`config.mk`:
```
export PLATFORM = sky130hd
export DESIGN_NAME = operand_fetch
export DESIGN_NICKNAME = d
export VERILOG_FILES = /design/src/rtl/operand_fetch_pkg.sv /design/src/rtl/operand_fetch_regfile.sv /design/src/rtl/operand_fetch.sv
export SDC_FILE = /design/constraint.sdc
export NUM_CORES = 1
export LEC_CHECK = 0
export CORE_MARGIN = 3
export CORE_UTILIZATION = 47
export DETAILED_ROUTE_END_ITERATION = 8
export PLACE_DENSITY = 0.72
export SETUP_SLACK_MARGIN = 0.02
export SLEW_MARGIN = 20
export SYNTH_ARGS = -nofsm -noshare
export SYNTH_HDL_FRONTEND = slang
export SYNTH_SLANG_ARGS = --single-unit
```
`constraint.sdc`:
```
create_clock -name clk -period 4.4 [get_ports clk]
set_input_delay 0.88 -clock clk [delete_from_list [all_inputs] [get_ports clk]]
set_output_delay 0.88 -clock clk [all_outputs]
set_load 0.02 [all_outputs]
```
`src/rtl/operand_fetch_pkg.sv`:
```
// Shared widths, shift codes and fetch FSM states for the operand fetch stage.
package operand_fetch_pkg;

  localparam int DATA_W = 16;
  localparam int NREGS  = 8;
  localparam int REG_AW = 3;

  typedef enum logic [1:0] {
    SH_NONE = 2'b00,
    SH_LSL  = 2'b01,
    SH_LSR  = 2'b10,
    SH_ASR  = 2'b11
  } shift_t;

  typedef enum logic [1:0] {
    IDLE   = 2'b00,
    LOAD_A = 2'b01,
    LOAD_B = 2'b10,
    VALID  = 2'b11
  } state_t;

endpackage

```
`src/rtl/operand_fetch_regfile.sv`:
```
// NREGS x DATA_W register file: one write port, one combinational read port
// with write-first bypass, synchronously cleared by reset.
module regfile
  import operand_fetch_pkg::*;
(
  input  logic              clk,
  input  logic              reset,
  input  logic              write,
  input  logic [REG_AW-1:0] writenum,
  input  logic [DATA_W-1:0] data_in,
  input  logic [REG_AW-1:0] readnum,
  output logic [DATA_W-1:0] rdata
);

  logic [DATA_W-1:0] regs [NREGS];

  // NOTE: this storage is architectural state that must read 0 after reset,
  // so it is cleared explicitly; that keeps it in flops rather than a RAM macro.
  // NOTE: sequential state uses non-blocking assignments so every flop samples
  // pre-edge values regardless of statement order.
  always_ff @(posedge clk) begin
    if (reset) begin
      for (int i = 0; i < NREGS; i++) regs[i] <= '0;
    end else if (write) begin
      regs[writenum] <= data_in;
    end
  end

  // A same-cycle write to the register being read is forwarded.
  assign rdata = (write && (writenum == readnum)) ? data_in : regs[readnum];

endmodule

```
`src/rtl/operand_fetch.sv`:
```
// Operand fetch stage: reads Rn then Rm through one shared port and presents
// A, B and the shift code to the shifter/ALU with a valid/ready handshake.
module operand_fetch
  import operand_fetch_pkg::*;
(
  input  logic              clk,
  input  logic              reset,
  input  logic              write,
  input  logic [REG_AW-1:0] writenum,
  input  logic [DATA_W-1:0] data_in,
  input  logic              req_valid,
  output logic              req_ready,
  input  logic [REG_AW-1:0] rn,
  input  logic [REG_AW-1:0] rm,
  input  logic [1:0]        shift_in,
  output logic              op_valid,
  input  logic              op_ready,
  output logic [DATA_W-1:0] a_out,
  output logic [DATA_W-1:0] b_out,
  output logic [1:0]        shift_out
);

  state_t            state, state_nxt;
  logic [REG_AW-1:0] rn_q, rm_q, readnum;
  shift_t            shift_q;
  logic [DATA_W-1:0] rdata;

  regfile u_regfile (
    .clk      (clk),
    .reset    (reset),
    .write    (write),
    .writenum (writenum),
    .data_in  (data_in),
    .readnum  (readnum),
    .rdata    (rdata)
  );

  always_ff @(posedge clk) begin
    if (reset) state <= IDLE;
    else       state <= state_nxt;
  end

  // NOTE: the default assignment first means every path drives state_nxt,
  // so no latch is inferred.
  always_comb begin
    state_nxt = state;
    case (state)
      IDLE:    if (req_valid) state_nxt = LOAD_A;
      LOAD_A:  state_nxt = LOAD_B;
      LOAD_B:  state_nxt = VALID;
      VALID:   if (op_ready) state_nxt = IDLE;
      default: state_nxt = IDLE;
    endcase
  end

  // Handshake outputs come straight from the state register.
  assign req_ready = (state == IDLE);
  assign op_valid  = (state == VALID);
  assign readnum   = (state == LOAD_B) ? rm_q : rn_q;

  always_ff @(posedge clk) begin
    if (reset) begin
      rn_q      <= '0;
      rm_q      <= '0;
      shift_q   <= SH_NONE;
      a_out     <= '0;
      b_out     <= '0;
      shift_out <= 2'b00;
    end else begin
      case (state)
        IDLE: if (req_valid) begin
          rn_q    <= rn;
          rm_q    <= rm;
          shift_q <= shift_t'(shift_in);
        end
        LOAD_A: a_out <= rdata;
        LOAD_B: begin
          b_out     <= rdata;
          shift_out <= shift_q;
        end
        default: ;
      endcase
    end
  end

endmodule

```
* Word-level counts from Yosys, hierarchy flattened *
Memory sizes are Yosys's and may differ from the RTL's.
Cells that the tools add are included.

cells by class
  equality and inequality tests = 6
  muxes and demuxes = 13
  reduce and logical (&&, ||, !) cells = 5

operators with widths
  kind                                                 count
  2-to-1 mux 16 bit                                    2
  OR reduction 16 bit                                  1
  case mux 2 bit (4 select lines)                      1
  2-to-1 mux 1 bit                                     6
  2-to-1 mux 3 bit                                     2
  equality test 2 bit, second input constant           2
  2-to-1 mux 2 bit                                     2
  AND reduction 2 bit                                  2
  equality test 3 bit                                  1
  equality test 2 x 1 -> 1 bit, second input constant  1
  logical NOT 2 bit                                    1
  != test 2 x 1 -> 1 bit, second input constant        1
  != test 2 bit, second input constant                 1
  logical AND 1 bit                                    1

word-level totals
  register bits = 44
  RAM bits = 128
  output and inout bits = 36
  word-level logic and storage cells = 32
  memories = 1

memories
  memory          words  bits a word  read ports  clocked after memory_dff  write ports  RTL line                     text
  u_regfile.regs  8      16           1           0                         8            operand_fetch_regfile.sv:15  logic [DATA_W-1:0] regs [NREGS];

* Logic depth before layout (Yosys ltp) *
  word-level depth = 5
  mapped depth = 11
  depth with buffers taken out = 7

* Hierarchy *
Synthesis repeated with hierarchy kept, for this count alone.

second synthesis, totals
  cells, all modules = 531
  area, all modules = 7856.3 um^2

modules (own cells, without submodules)
  module         times used  cells each  area each (um^2)
  regfile        1           364         6169.7
  operand_fetch  1           167         1686.6

* Worst setup path before layout *
OpenSTA, ideal clock, no wires.

  path type = input to register
  start = in reset
  end = mem u_regfile.regs[0][0] (enable)
  library setup time = 414 ps
  arrival time = 2778 ps
  setup slack = 1208 ps
  stages = 5
  path buffers = 2
  cell sequence = buf_2 -> clkinv_1 -> nand3b_1 -> clkbuf_1 -> o31ai_1

RTL lines
  item             RTL line                     text
  start, declared  operand_fetch.sv:7           input logic reset,
  end, declared    operand_fetch_regfile.sv:15

* Worst setup path in the final report *
  start = reg state[0]
  end = reg a_out[10]

between the ends
  word-level cells in the longest chain between the ends = 5
  elaborated cells between the ends (all ways) = 7
  classes of those cells = eq/ne: 3; mux: 2; reduce/logical: 1; memory: 1

ends and longest elaborated chain
  item                                                              RTL line             text
  start, declared                                                   operand_fetch.sv:23  state_t state, state_nxt;
  start signal, assigned                                            operand_fetch.sv:40  else state <= state_nxt;
  branches (longest 5 deep; another with memory read (8 x 16 bit))  --
  end signal, assigned                                              operand_fetch.sv:76  LOAD_A: a_out <= rdata;
  end, declared                                                     operand_fetch.sv:18  output logic [DATA_W-1:0] a_out,

Several ways; the timed one is not identified.
A chain may end at the register's enable or synchronous reset.

==> impl_summary.txt <==
----------------------------------------------------
[Timing]
  Summed negative setup slack over all endpoints ... 0 ns
  Final Max Tran Viols ... 0
  Final worst-path cycle share ... 68.43%
  Highest achievable clock rate ... 0.3321 GHz
  Slew at the pin with the worst max-slew slack ... 0.9812 ns
  Setup repair after global routing missed its margin ... false
  Max_slew headroom ... 34.45%
  Final hold violation count ... 0
  Period minus WS final ... 3.011 ns
  Worst-case clock skew ... 0.01044 ns
  Number of setup violations in the final report ... 0

[Placed design]
  Number of instances in the placed design ... 1127
  Sum of net half-perimeters after detailed placement ... 15.18 mm
  IO Port Bufs ... 67
  Post-placement cell area ... 0.009557 sq mm
  RD Place Congestion ... 0.8103

[Synth]
  Mapped Area ... 0.008712 sq mm
  Post-Synthesis Net Count ... 934
  Count of synthesis-stage warnings from yosys ... 0
  Post-synthesis sequential element count ... 172
  Share of synthesized flip-flops with an asynchronous set or reset ... 0%
  Largest area contributor in the synthesized netlist ... sky130_fd_sc_hd__edfxtp_1
  Number of distinct library cell variants in the gate-level netlist after synthesis ... 35
  Mean area per synthesized cell ... 9.712 sq um
  Area contributors post-synth ... sky130_fd_sc_hd__edfxtp_1, sky130_fd_sc_hd__dfxtp_1, sky130_fd_sc_hd__nor3_1, sky130_fd_sc_hd__nor2_1, sky130_fd_sc_hd__nand2b_1
  Seq/Total Area, Yosys ... 54.23%
  Count of flip-flops with a built-in enable after synthesis ... 128
  Area share of the largest cell type after synthesis ... 44.12%
  Post-synthesis instance total ... 897
  Most frequent cells after synthesis ... sky130_fd_sc_hd__edfxtp_1, sky130_fd_sc_hd__nor2_1, sky130_fd_sc_hd__nor3_1, sky130_fd_sc_hd__clkbuf_1, sky130_fd_sc_hd__nand2b_1
  Most frequently used cell type in the post-synthesis netlist ... sky130_fd_sc_hd__edfxtp_1
  Main synth FF type ... sky130_fd_sc_hd__edfxtp_1

[Global route]
  GR Overflow Total ... 0
  Number of global-route vias before repair ... 6961
  Met2 Usage GRT ... 37.07%
  Total GRT Usage ... 25.28%
  Met3 Use GR ... 6.989%
  Fraction of met1 tracks used by global routing ... 36.72%
  Pin count of the biggest net entering global routing ... 67
  Initial antenna violation count ... 0
  Grt peak-use layer ... met2
  Wire length of the first global-routing pass ... 39.25 mm

[Clock network]
  Post-CTS Resized ... 0
  Total clock buffers created by CTS ... 17
  Number of levels in the clock H-tree ... 4
  Buffer type at the clock tree root ... sky130_fd_sc_hd__clkbuf_16
  Worst-Skew Late Latency ... 0.43 ns
  Number of hold buffers added after CTS ... 0
  Number of setup buffers added after CTS ... 0
  Buffers from clock root to sink, at most ... 2
  Clk sink count ... 172
  CTS tree ... yes
  Clk slew on worst S/H paths ... 0.07 ns

[Cells and area]
  Final instance area ... 0.01016 sq mm
  Synth-to-layout area growth ... 16.60%
  Antenna diode count ... 0
  Total of fill cells in the finished design ... 1517
  Core Util, Final ... 56.17%
  Final Net Count ... 954
  Fraction of layout instances using a drive strength above 1 ... 8.172%
  Count of placed standard cells in the final layout, fillers left out ... 1159

[Setup path]
  Critical path startpoint category ... flop
  Crit-path max FO ... 32
  Worst Path Class, Setup ... flop to flop
  Required time of the critical path ... 4.75 ns
  Element type at the critical path end ... flop
  Worst path arrival time ... 3.37 ns

[Flow run]
  Total of max-cap violations ... 0

[Routing]
  Initial DRC Count ... 957
  Via density per instance ... 6.423
  Post-DRT Antenna Nets ... 0
  Number of vias after detailed routing ... 7444
  Post-detailed-routing wire length ... 25.54 mm
  Detailed Routing Iterations Pass 1 ... 6
  DRC violations left ... 0
  Routed WL per cell ... 22.04 um

[Floorplanning]
  Starting density of the core ... 48.17%
  Die span in x ... 142.2 um
  Die Area ... 0.02021 sq mm
  Number of top-level pins ... 68
  Core Rows ... 49
  Area of the placeable core ... 0.01809 sq mm
  Die boundary height ... 142.2 um

[Power and ir drop]
  Power density normalized to cell area ... 545.6 mW/mm^2
  Standby leakage power ... 0.003167 uW
  Worst-case vdd ir drop ... 305.6 uV

[Run status]
  Outcome ... completed

[Hold path]
  Hold WC Path Type ... flop to flop

----------------------------------------------------
## worst max-delay path, stage by stage, from the launching register on
cell                      delay (ns)
sky130_fd_sc_hd__dfxtp_1        0.32
sky130_fd_sc_hd__inv_1          0.13
sky130_fd_sc_hd__ha_2           0.67
sky130_fd_sc_hd__buf_4          0.45
sky130_fd_sc_hd__mux2i_4        0.27
sky130_fd_sc_hd__buf_4          0.42
sky130_fd_sc_hd__nor2_1         0.10
sky130_fd_sc_hd__a21oi_1        0.17
sky130_fd_sc_hd__nand2_1        0.18
sky130_fd_sc_hd__a31oi_1        0.19
## cell families (layout without fill, tap and decap cells)
family	Yosys count	in the layout	synth area share (%)
simple gates	368	368	20.44
compound gates	226	226	17.69
flops	172	172	54.23
buf+inv	115	148	5.586
mux	8	8	1.034
fa+ha+maj	5	5	0.7181
xor+xnor	3	3	0.3016
## placed cells by master, fill, tap and decap left out, types with 2 or more instances in the layout
cell	count
sky130_fd_sc_hd__mux2_4	2
sky130_fd_sc_hd__clkinvlp_4	3
sky130_fd_sc_hd__a22oi_1	30
sky130_fd_sc_hd__dfxtp_2	2
sky130_fd_sc_hd__nor3_1	97
sky130_fd_sc_hd__buf_4	27
sky130_fd_sc_hd__nor2_1	126
sky130_fd_sc_hd__mux2i_1	5
sky130_fd_sc_hd__nor2b_1	2
sky130_fd_sc_hd__inv_6	2
sky130_fd_sc_hd__nand2b_1	66
sky130_fd_sc_hd__clkbuf_16	17
sky130_fd_sc_hd__nor4_1	32
sky130_fd_sc_hd__inv_1	4
sky130_fd_sc_hd__o221ai_1	30
sky130_fd_sc_hd__a221oi_1	2
sky130_fd_sc_hd__clkinv_1	20
sky130_fd_sc_hd__nand3_1	8
sky130_fd_sc_hd__edfxtp_1	128
sky130_fd_sc_hd__nand2_1	31
sky130_fd_sc_hd__clkdlybuf4s50_1	67
sky130_fd_sc_hd__clkinv_4	3
sky130_fd_sc_hd__bufinv_16	3
sky130_fd_sc_hd__xnor2_1	2
sky130_fd_sc_hd__a21oi_1	57
sky130_fd_sc_hd__o21ai_0	32
sky130_fd_sc_hd__ha_1	4
sky130_fd_sc_hd__o22ai_1	2
sky130_fd_sc_hd__a22o_1	2
sky130_fd_sc_hd__a31oi_1	30
sky130_fd_sc_hd__dfxtp_1	42
sky130_fd_sc_hd__o21ai_2	6
sky130_fd_sc_hd__a311o_1	32
## sequential cells by signal, summed over array words and instances (netlist names)
signal and cells:
shift_out 2, a_out 16, state 2, u_regfile.regs 128, shift_q 2, rn_q 3
b_out 16, rm_q 3
## report_power, final
part           switching [uW]  internal, uW
registers                 127          1950
clock network             642           892
logic                    1210           721
## per-layer routing
layer  share of wire, %  up-vias
li1                   -     3394
met1                 42     3567
met2                 44      422
met3                 11       61
met4                2.4        0
met5                  0        -
## path summary, 6_finish.rpt
kind	start	end	slack, ns	cells after the start
hold reg to reg	shift_q[0]	shift_q[0]	0.46	2
setup reg to reg	state[0]	a_out[10]	1.39	9
setup / recovery	state[0]	a_out[10]	1.39	9
hold / removal	shift_q[0]	shift_q[0]	0.46	2
## layout make-up
| type | count | area, sq um | share of cell area (%) |
|---|---|---|---|
| flip-flops and latches | 172 | 4727 | 46.53 |
| multi-input cells | 610 | 3575 | 35.19 |
| repair buffers | 95 | 893.4 | 8.794 |
| clock buffers | 17 | 425.4 | 4.188 |
| well taps | 229 | 286.5 | 2.821 |
| clock inverters | 15 | 172.7 | 1.700 |
| inverters | 21 | 78.83 | 0.7760 |
## metrics by stage
step,power [uW],setup WS [ns],hold WS [ns]
after floorplan,3332,1.208,0.4360
after global placement,3973,1.114,0.4437
after detailed placement,4008,1.062,0.4477
after CTS,5518,1.421,0.4571
after global routing,5807,1.165,0.4916
final,5542,1.389,0.4607
Power figures use the tool's default switching activity.
